**config.mk**
```make
export PLATFORM = sky130hd
export DESIGN_NAME = cheri_tsmap_arbiter
export DESIGN_NICKNAME = d
export VERILOG_FILES = /design/src/rtl/cheri_tsmap_arbiter.sv
export SDC_FILE = /design/constraint.sdc
export NUM_CORES = 1
export LEC_CHECK = 0
export BUFFER_PORTS_ARGS = -buffer_cell sky130_fd_sc_hd__buf_2
export CORE_AREA = 2 2 85 87
export DETAILED_ROUTE_END_ITERATION = 12
export DIE_AREA = 0 0 87 89
export PLACE_DENSITY = 0.65
export SETUP_SLACK_MARGIN = 0.3
export SKIP_CTS_REPAIR_TIMING = 1
export SYNTH_ARGS = -nofsm -noshare
export SYNTH_HDL_FRONTEND = slang
export SYNTH_SLANG_ARGS = --single-unit
```
**constraint.sdc**
```tcl
create_clock -name clk_i -period 1.9 [get_ports clk_i]
set_clock_uncertainty 0.2 [all_clocks]
set_input_delay 0.095 -clock clk_i [delete_from_list [all_inputs] [get_ports clk_i]]
set_output_delay 0.095 -clock clk_i [all_outputs]
set_load 0.03 [all_outputs]
```
**src/rtl/cheri_tsmap_arbiter.sv**
```systemverilog
// rtl/cheri_tsmap_arbiter.sv - single-port TSMAP SRAM arbiter: trvk lookups, software bus, bulk zero-fill
//
// Purpose
//   The TSMAP (temporal-safety revocation bitmap) lives in one single-port SRAM.
//   This block shares that SRAM between three requesters:
//   - the trvk lookup stage: read-only, fixed latency, never stalled;
//   - a software bus port: reads and byte-masked writes;
//   - a bulk-clear engine: zero-fills the whole map.
//   Priority, highest first: trvk, clear engine, bus. The SRAM sees at most one access per cycle.
//
// Ports
//   clk_i, rst_ni          clock, asynchronous active-low reset
//   tsmap_cs_i/addr_i      trvk lookup request and word index
//   tsmap_rdata_o          lookup data, the cycle after tsmap_cs_i (0 when out of range)
//   bus_req_i/we_i/addr_i  software request: write enable and word index
//   bus_wdata_i/be_i       software write data and byte enables
//   bus_gnt_o              request accepted this cycle
//   bus_rvalid_o           response, the cycle after bus_gnt_o
//   bus_rdata_o            read data (0 for writes and errors)
//   bus_err_o              out-of-range address, qualifies bus_rvalid_o
//   clr_start_i            pulse: start the bulk zero-fill
//   clr_busy_o             clear engine active
//   clr_done_o             one-cycle pulse after the clear completes
//   mem_*                  SRAM interface; read data has 1-cycle latency
module cheri_tsmap_arbiter #(
  parameter int unsigned  TSMapSize = 1024,
  localparam int unsigned AW        = $clog2(TSMapSize)
) (
  input  logic          clk_i,
  input  logic          rst_ni,

  input  logic          tsmap_cs_i,
  input  logic [15:0]   tsmap_addr_i,
  output logic [31:0]   tsmap_rdata_o,

  input  logic          bus_req_i,
  input  logic          bus_we_i,
  input  logic [15:0]   bus_addr_i,
  input  logic [31:0]   bus_wdata_i,
  input  logic [3:0]    bus_be_i,
  output logic          bus_gnt_o,
  output logic          bus_rvalid_o,
  output logic [31:0]   bus_rdata_o,
  output logic          bus_err_o,

  input  logic          clr_start_i,
  output logic          clr_busy_o,
  output logic          clr_done_o,

  output logic          mem_req_o,
  output logic          mem_we_o,
  output logic [AW-1:0] mem_addr_o,
  output logic [31:0]   mem_wdata_o,
  output logic [3:0]    mem_be_o,
  input  logic [31:0]   mem_rdata_i
);

  typedef enum logic {
    IDLE  = 1'b0,
    CLEAR = 1'b1
  } state_e;

  localparam logic [AW-1:0] LastWord = AW'(TSMapSize - 1);

  state_e        state_q, state_d;
  logic [AW-1:0] cnt_q, cnt_d;

  // Two-stage done pipeline: the FSM is back in IDLE the cycle after the last
  // zero write, and the done pulse is reported one cycle later still.
  logic          clr_last;
  logic          last_q;
  logic          done_q;

  // Response qualifiers for data returning from the SRAM one cycle later.
  logic          trvk_hit_q;
  logic          bus_rvalid_q;
  logic          bus_err_q;
  logic          bus_rd_q;

  logic          trvk_in_range;
  logic          bus_in_range;
  logic          bus_gnt;

  assign trvk_in_range = 32'(tsmap_addr_i) < TSMapSize;
  assign bus_in_range  = 32'(bus_addr_i) < TSMapSize;

  // Any trvk request, even out of range, blocks the bus and stalls the clear:
  // the trvk slot is reserved whether or not it ends up touching the SRAM.
  assign bus_gnt = bus_req_i & ~tsmap_cs_i & (state_q == IDLE) & ~clr_start_i;

  // ---------------------------------------------------------------------------
  // Clear engine FSM
  // ---------------------------------------------------------------------------
  always_comb begin
    state_d  = state_q;
    cnt_d    = cnt_q;
    clr_last = 1'b0;
    unique case (state_q)
      IDLE: begin
        if (clr_start_i) begin
          state_d = CLEAR;
          cnt_d   = '0;
        end
      end
      CLEAR: begin
        // A trvk cycle is a bubble; the counter only advances on a real write.
        if (!tsmap_cs_i) begin
          if (cnt_q == LastWord) begin
            state_d  = IDLE;
            cnt_d    = '0;
            clr_last = 1'b1;
          end else begin
            cnt_d = cnt_q + 1'b1;
          end
        end
      end
      default: begin
        state_d = IDLE;
        cnt_d   = '0;
      end
    endcase
  end

  always_ff @(posedge clk_i or negedge rst_ni) begin
    if (!rst_ni) begin
      state_q <= IDLE;
      cnt_q   <= '0;
      last_q  <= 1'b0;
      done_q  <= 1'b0;
    end else begin
      state_q <= state_d;
      cnt_q   <= cnt_d;
      last_q  <= clr_last;
      done_q  <= last_q;
    end
  end

  // ---------------------------------------------------------------------------
  // SRAM port mux
  // ---------------------------------------------------------------------------
  always_comb begin
    mem_req_o   = 1'b0;
    mem_we_o    = 1'b0;
    mem_addr_o  = '0;
    mem_wdata_o = '0;
    mem_be_o    = '0;
    if (tsmap_cs_i) begin
      // Out-of-range trvk lookups still own the slot but issue nothing.
      if (trvk_in_range) begin
        mem_req_o  = 1'b1;
        mem_addr_o = tsmap_addr_i[AW-1:0];
      end
    end else if (state_q == CLEAR) begin
      mem_req_o  = 1'b1;
      mem_we_o   = 1'b1;
      mem_addr_o = cnt_q;
      mem_be_o   = 4'hF;
    end else if (bus_gnt && bus_in_range) begin
      mem_req_o   = 1'b1;
      mem_we_o    = bus_we_i;
      mem_addr_o  = bus_addr_i[AW-1:0];
      mem_wdata_o = bus_wdata_i;
      mem_be_o    = bus_be_i;
    end
  end

  // ---------------------------------------------------------------------------
  // Response tracking
  // ---------------------------------------------------------------------------
  always_ff @(posedge clk_i or negedge rst_ni) begin
    if (!rst_ni) begin
      trvk_hit_q   <= 1'b0;
      bus_rvalid_q <= 1'b0;
      bus_err_q    <= 1'b0;
      bus_rd_q     <= 1'b0;
    end else begin
      trvk_hit_q   <= tsmap_cs_i & trvk_in_range;
      bus_rvalid_q <= bus_gnt;
      bus_err_q    <= bus_gnt & ~bus_in_range;
      bus_rd_q     <= bus_gnt & bus_in_range & ~bus_we_i;
    end
  end

  // Gating with the hit flag gives 0 for out-of-range lookups and after reset.
  assign tsmap_rdata_o = trvk_hit_q ? mem_rdata_i : 32'h0;
  assign bus_rdata_o   = bus_rd_q ? mem_rdata_i : 32'h0;
  assign bus_gnt_o     = bus_gnt;
  assign bus_rvalid_o  = bus_rvalid_q;
  assign bus_err_o     = bus_err_q;
  assign clr_busy_o    = (state_q == CLEAR);
  assign clr_done_o    = done_q;

endmodule
```
* Word-level counts from Yosys, hierarchy flattened
Cells that the tools add are included.
** Operators by class
- Multiplexer cells :: 30
- $lt $le $gt $ge :: 2
- Bitwise gates (word level) :: 12
- Add/subtract/negate cells :: 1
- Reductions and logical operators :: 2
- Equal/unequal tests :: 3
** Operator list (number)
- two-way mux 32 bit :: 5
- two-way mux 10 bit :: 7
- less-than comparator 16 x 11 -> 1 bit, second input constant :: 2
- one-hot mux 10 bit (2 select lines) :: 1
- two-way mux 1 bit :: 13
- two-way mux 4 bit :: 3
- adder 10 x 1 -> 10 bit, second input constant :: 1
- equality test 10 bit, second input constant :: 1
- AND 1 bit :: 7
- inverter 1 bit :: 5
- != test 2 bit, second input constant :: 2
- one-hot mux 1 bit (2 select lines) :: 1
- AND reduction 2 bit :: 1
- logical AND 1 bit :: 1
** Word-level totals
- Input bits :: 106
- Logic and storage cells :: 58
- Register bits :: 17
- Output and inout bits :: 117

* Logic depth before layout (Yosys ltp)
Gate-level depths: netlist of run 1.
- Depth in word-level cells :: 8
- Gate-level depth with buffers :: 6
- Gate-level depth less buffers :: 5

* Worst setup path after synthesis of run 1
OpenSTA, ideal clock, no wires.
- Path kind :: register to output
- Start :: register state_q, in the netlist clr_busy_o
- End :: output port mem_be_o[0]
- Stages on the path, launching flop included :: 6
- Required time :: 1.605 ns
- Slack :: -0.467 ns
- Path buffers :: 1
- Arrival :: 2.072 ns
- Path through :: dfrtp_1 > nor4b_4 > and3_1 > buf_2 > nor2_1 > nor2_1
** Between the ends
- Word-level cells in the longest chain between the ends :: 7
** Ends and longest elaborated chain
- start, declared :: line 65 : state_e state_q, state_d;
- start signal, assigned :: line 131 : state_q <= state_d;
- inverter 1 bit
- AND 1 bit (2 in series) :: line 89 : assign bus_gnt = bus_req_i & ~tsmap_cs_i & (state_q == IDLE) & ~clr_start_i;
- net bus_gnt_o :: line 41 : output logic bus_gnt_o,
- logical AND 1 bit :: line 158 : end else if (bus_gnt && bus_in_range) begin
- two-way mux 4 bit :: line 158
- two-way mux 4 bit :: line 153 : end else if (state_q == CLEAR) begin
- two-way mux 4 bit :: line 147 : if (tsmap_cs_i) begin
- end, declared :: line 54 : output logic [3:0] mem_be_o,
The timed path passes the listed nets, and every way through them passes these cells.

* Worst setup path after layout of run 1
- Start :: register state_q, in the netlist clr_busy_o
- End :: output port mem_addr_o[2]
** Between the ends
- Word-level cells in the longest chain between the ends :: 7
** Ends and longest elaborated chain
- inverter 1 bit
- AND 1 bit (2 in series) :: line 89
- logical AND 1 bit :: line 158
- two-way mux 10 bit :: line 158
- two-way mux 10 bit * :: line 153
- two-way mux 10 bit * :: line 147
- end, declared :: line 52 : output logic [AW-1:0] mem_addr_o,
Every way passes the cells marked *; elsewhere a longest branch is shown, timed or not.

==> results of run 1 <==
[cells in the final DEF, fill, tap and decap left out, types with 2 or more instances in the layout]
cell type | synthesis | final
o21ai_0 | 10 | 4
nand2_4 | 0 | 2
clkbuf_16 | 0 | 2
inv_1 | 12 | 3
nor2_4 | 0 | 3
nor2b_1 | 3 | 3
buf_6 | 3 | 53
and3_4 | 0 | 3
a21oi_1 | 2 | 2
nor4_1 | 3 | 3
and2_4 | 0 | 29
a222oi_1 | 9 | 9
buf_2 | 5 | 173
nand3_1 | 6 | 4
nor2_2 | 0 | 2
nand2_2 | 0 | 3
diode_2 | 0 | 2
buf_12 | 0 | 2
clkbuf_8 | 0 | 3
dfrtp_2 | 0 | 3
buf_4 | 1 | 19
o21ai_1 | 0 | 5
and2_1 | 97 | 65
dfrtp_1 | 17 | 14
nor2_1 | 12 | 7
dlygate4sd3_1 | 0 | 4
and2_2 | 0 | 3
nand2_1 | 14 | 9
inv_2 | 0 | 9
[state kept, by name, summed over array words and instances (netlist names)]
name and count:
last_q 1, clr_done_o 1, trvk_hit_q 1, bus_rd_q 1, cnt_q 10, clr_busy_o 1, bus_rvalid_o 1, bus_err_o 1
[layer usage]
metal  track usage (%)  routed length, um  share of wire [%]  vias up
met2             32.27               4753                 55      106
met4             2.557                 81               0.94        0
met5                 0                  0                  0        -
met1             21.61               3293                 38     1163
li1                  -                  -                  -     1238
met3             3.139                527                6.1       10
[report_power, final]
| group | total (mW) | internal [mW] | switching, mW |
|---|---|---|---|
| logic | 0.514 | 0.263 | 0.251 |
| registers | 0.469 | 0.403 | 0.0660 |
| clock network | 0.280 | 0.146 | 0.134 |
[cell type report]
| type | count | area (um^2) | area share, % |
|---|---|---|---|
| repair buffers | 253 | 1735 | 47.14 |
| well taps | 80 | 100.1 | 2.719 |
| clock inverters | 1 | 5.005 | 0.1360 |
| flip-flops and latches | 17 | 429.2 | 11.66 |
| clock buffers | 3 | 41.29 | 1.122 |
| multi-input cells | 180 | 1320 | 35.86 |
| diodes | 2 | 5.005 | 0.1360 |
| inverters | 12 | 45.04 | 1.224 |
[path summary, 6_finish.rpt]
kind	start	end	slack, ps
setup / recovery	clr_busy_o	mem_addr_o[2]	-110
hold / removal	bus_addr_i[12]	bus_err_o	-40
setup reg to reg	clr_busy_o	cnt_q[1]	250
hold reg to reg	last_q	clr_done_o	150
max in group asynchronous	rst_ni	cnt_q[4]	1080
min in group asynchronous	rst_ni	cnt_q[0]	110
[worst register-to-register path, stage by stage, from the launching register on]
cell,delay [ps]
dfrtp_2,390
buf_6,110
and2b_4,200
clkbuf_16,170
a21oi_4,40
buf_6,140
buf_6,110
a32o_1,190
[cell families after synthesis]
kind of cell	Yosys count	synth area share (%)
flip-flops	17	25.15
AO/OA/AOI/OAI	31	13.61
XOR/XNOR	1	0.5178
buffers and inverters	29	8.358
adder cells (fa/ha/maj)	1	0.7395
AND/OR/NAND/NOR	147	51.63
[metrics by stage]
stage	utilization, %	TNS (ps)	hold WS (ps)	area [um^2]	std cells
3_5_place_dp	45.55	0	-153.0	3060	524
6_report	54.79	-3002	-40.02	3681	548
4_1_cts	46.24	-5982	-429.0	3107	528
3_3_place_gp	45.55	0	-157.7	3060	524
5_1_grt	54.71	-6461	-47.65	3676	546
2_1_floorplan	-	-5268	-400.6	1839	226
==> results.json, run 1 <==
{
  "whs_ps": -40.02,
  "fin_nets": 574,
  "whs_path_depth": 3,
  "dieWidth_um": 87,
  "io_pins": 223,
  "gp_congestion": 0.8324,
  "synth-edff-count": 0,
  "wl_per_cell_um": 15.79,
  "route.detailed.drc": 0,
  "overflow": 0,
  "violations": "negative hold slack, negative setup slack",
  "ys.flop_type": "dfrtp_1",
  "first_global_vias": 2108,
  "synth_most_common_cell": "and2_1",
  "hp-class": "in -> reg",
  "worstPathCellList": "nor4b_4 > and3_4 > buf_12 > a222oi_1 > inv_2 > buf_6",
  "drt_wl_total_um": 8655,
  "ir_drop_v": 0.0003442,
  "ant_nets": 0,
  "gr-usage-all-layers_pct": 17.47,
  "cts_tree": "done",
  "clk_path_buf_depth": 2,
  "first_pass_iters": 5,
  "clk_latency_ps": 250,
  "leakagePower_nw": 2.121,
  "r2r_cells": 7,
  "crit_family": "simple AND/OR/NAND/NOR gates",
  "syn_to_final_growth_pct": 117.6,
  "seq_area_frac_synth_pct": 25.15,
  "outcome": "complete, but fails checks",
  "core.rowCount": 30,
  "root_buffer": "clkbuf_8",
  "ys_types": 35,
  "critPathKind": "reg -> out",
  "yosysWarningCount": 0,
  "fin_crit_ps": 2006,
  "synth-seq-cells": 17,
  "worst_pin_slew_ps": 408.9,
  "cp.depth": 6,
  "synth_common_cells": "97 x and2_1, 17 x dfrtp_1, 14 x nand2_1, 12 x inv_1, 12 x nor2_1",
  "slew_headroom_pct": 72.74,
  "start_util_pct": 25.18,
  "synth_top_area_share_pct": 35.87,
  "grt_pass1_wl_um": 10710,
  "finalWorstSetupSlack_ps": -105.6,
  "detailed_place_hpwl_um": 6433,
  "cts_buffers": 3,
  "endpoint_kind": "output pin",
  "maxClockFrequency_mhz": 498.6,
  "syn_nets": 333,
  "setup_violations": 48,
  "start_kind": "register",
  "layout_worst_path_cycle_share_pct": 105.6,
  "cts.htree.levels": 1,
  "core_um2": 6719,
  "antenna_found_initial": 1,
  "vias": 2517,
  "max_stage_delay_ps": 430,
  "async_reset_ff_share_pct": 100.0,
  "maxCapViolations": 0,
  "netlist_instances": 226,
  "clk_pin_slew_worst_paths_ps": 70,
  "drt_iter0_drc": 89,
  "final_layout_size_suffix_gt1_share_pct": 68.67,
  "die_height_um": 89,
  "syn-cell-area_um2": 1692,
  "yosys.area.top_type": "and2_1",
  "crit_buf_inv": 3,
  "cp.required_ps": 1600,
  "p_per_area_nw_per_um2": 343.2,
  "totalPowerFinal_mw": 1.263,
  "worst_ep_arrival_time_ps": 1710,
  "final_hold_viol_count": 1,
  "slew_viol_final": 0,
  "path_max_fanout": 19,
  "fill_cells": 628,
  "crit_slowest_cell": "dfrtp_2",
  "rsz0062_at_grt": "true",
  "clock-sinks": 17,
  "synthTopCellsByArea": "and2_1 36%, dfrtp_1 25%, a222oi_1 5.3%, nand2_1 3.1%, o21ai_0 3.0%",
  "die_area_um2": 7743,
  "io_buffers": 222,
  "synth_area_per_cell_um2": 7.485,
  "dp_slack_ps": 95.79,
  "grt_max_degree": 39,
  "viasPerCell": 4.593
}
(Power assumes the default switching activity.)
==> run 2, diff against run 1 <==
- PLACE_DENSITY: 0.65 -> default
- PLACE_DENSITY_LB_ADDON: default -> 0.15
==> run 2 against run 1 <==
  * The flow still finishes with violations (negative hold slack, negative setup slack)
  * Flip-flop and latch count stayed put
  * Worst setup slack worse by 29 ps
  * Global-route usage is 0.15 points lower
  * Register-to-register slack worse by 80 ps
  * Wire length is 7.5% lower
  * Die area stayed put
  * Critical path depth is 1 lower
  * Combinational power is 7.8% lower
==> results.json, run 2 (same netlist as run 1, synthesis figures left out) <==
{
  "ant_nets": 0,
  "r2r_start": "cnt_q[0]",
  "maxCapViolations": 0,
  "clk_latency_ps": 260,
  "setup_violations": 48,
  "clk_pin_slew_worst_paths_ps": 70,
  "dpl_cell_area_um2": 3062,
  "r2r_cells": 6,
  "largest_reg_flops": 10,
  "finalWorstSetupSlack_ps": -134.2,
  "cp.required_ps": 1600,
  "viasPerCell": 4.504,
  "crit_start": "clr_busy_o",
  "clk_path_buf_depth": 2,
  "wl_per_cell_um": 14.77,
  "worst_pin_slew_ps": 488.6,
  "fin_area_um2": 3565,
  "regMostFlops": "cnt_q",
  "drt_wl_total_um": 8004,
  "start_util_pct": 25.18,
  "die_area_um2": 7743,
  "outcome": "complete, but fails checks",
  "detailed_place_hpwl_um": 6191,
  "utilization_pct": 53.05,
  "p_per_area_nw_per_um2": 342.1,
  "violations": "negative hold slack, negative setup slack",
  "core.rowCount": 30,
  "dieWidth_um": 87,
  "vias": 2441,
  "fin_nets": 570,
  "overflow": 0,
  "core_um2": 6719,
  "io_buffers": 222,
  "r2r_setup_slack_ps": 170,
  "leakagePower_nw": 2.076,
  "final_hold_viol_count": 1,
  "cts_buffers": 3,
  "final_cell_mix": "174 x buf_2, 65 x and2_1, 41 x buf_6",
  "first_pass_iters": 6,
  "timing.rr.end": "cnt_q[5]",
  "antenna_cells": 0,
  "grt_pass1_wl_um": 10590,
  "start_kind": "register",
  "rsz0062_at_grt": "true",
  "io_pins": 223,
  "path_max_fanout": 10,
  "ir_drop_v": 0.0002847,
  "route.detailed.drc": 0,
  "gr-usage-all-layers_pct": 17.32,
  "die_height_um": 89,
  "multiInputGateArea_um2": 1300,
  "gp_congestion": 0.7646,
  "cp-endpoint": "mem_wdata_o[13]",
  "final_layout_size_suffix_gt1_share_pct": 68.61,
  "drt_iter0_drc": 86,
  "final_common_cell": "buf_2",
  "endpoint_kind": "output pin",
  "clock-sinks": 17,
  "hp-class": "in -> reg",
  "slew_headroom_pct": 67.43,
  "syn_to_final_growth_pct": 110.7,
  "maxClockFrequency_mhz": 491.6,
  "slew_viol_final": 0,
  "register_area_um2": 430.4,
  "root_buffer": "clkbuf_8",
  "fill_cells": 654,
  "first_global_vias": 2171,
  "antenna_found_initial": 0,
  "critPathKind": "reg -> out",
  "totalPowerFinal_mw": 1.219,
  "cts_tree": "done",
  "grt_max_degree": 44,
  "worst_ep_arrival_time_ps": 1740,
  "whs_ps": -70.43,
  "fin_crit_ps": 2034,
  "cts.htree.levels": 1,
  "layout_worst_path_cycle_share_pct": 107.1
}
[run 2: cell count changes in the layout (fill, tap and decap cells not counted), sizes merged]
| cell | previous run | this run |
|---|---|---|
| buf | 247 | 236 |
| clkbuf | 5 | 13 |
| diode | 2 | 0 |
| dlygate4sd3 | 4 | 3 |
[run 2: power by group]
group / switching [mW] / leakage, nW / total [mW] / internal, mW
logic: 0.227 / 1.83 / 0.474 / 0.247
clock network: 0.134 / 0.0255 / 0.280 / 0.146
registers: 0.0595 / 0.223 / 0.465 / 0.405
total: 0.421 / 2.08 / 1.22 / 0.798
[run 2: stage by stage]
step	hold slack, ps	instances	setup WS (ps)	setup TNS (ps)
global placement	-153.2	526	102.3	0
CTS	-438.5	530	-241.4	-9168
global route	-18.45	542	-229.5	-8809
detailed placement	-148.2	526	54.95	0
finish	-70.43	542	-134.2	-4099
floorplan	-400.6	226	-131.8	-5268
[run 2: critical path: stages, from the launching register on]
cell and delay (ps):
dfrtp_2 420, nor4b_4 240, and3_4 310, buf_6 170, and2_4 150, clkbuf_4 180
[run 2: layout make-up]
class | instances | share of cell area [%]
clock inverter | 1 | 0.1404
inverter | 12 | 1.264
timing repair buffer | 249 | 46.09
sequential | 17 | 12.07
tap | 80 | 2.808
clock buffer | 3 | 1.158
multi-input combinational | 180 | 36.47
[run 2: worst min path at each step]
stage | slack, ps | cells after the start | from | end
2_1_floorplan | -400 | 0 | rst_ni | bus_err_o
3_3_place_gp | -150 | 1 | rst_ni | cnt_q[1]
3_5_place_dp | -150 | 1 | rst_ni | cnt_q[1]
4_1_cts | -440 | 1 | rst_ni | cnt_q[8]
5_1_grt | -20 | 3 | bus_addr_i[10] | bus_err_o
6_report | -70 | 3 | bus_addr_i[10] | bus_err_o
[run 2: metal layers]
metal  global-route usage, %  wire length [um]
met1                   20.18              3018
met2                   31.58              4239
met3                   3.047               557
met5                       0                 0
met4                   6.676               189
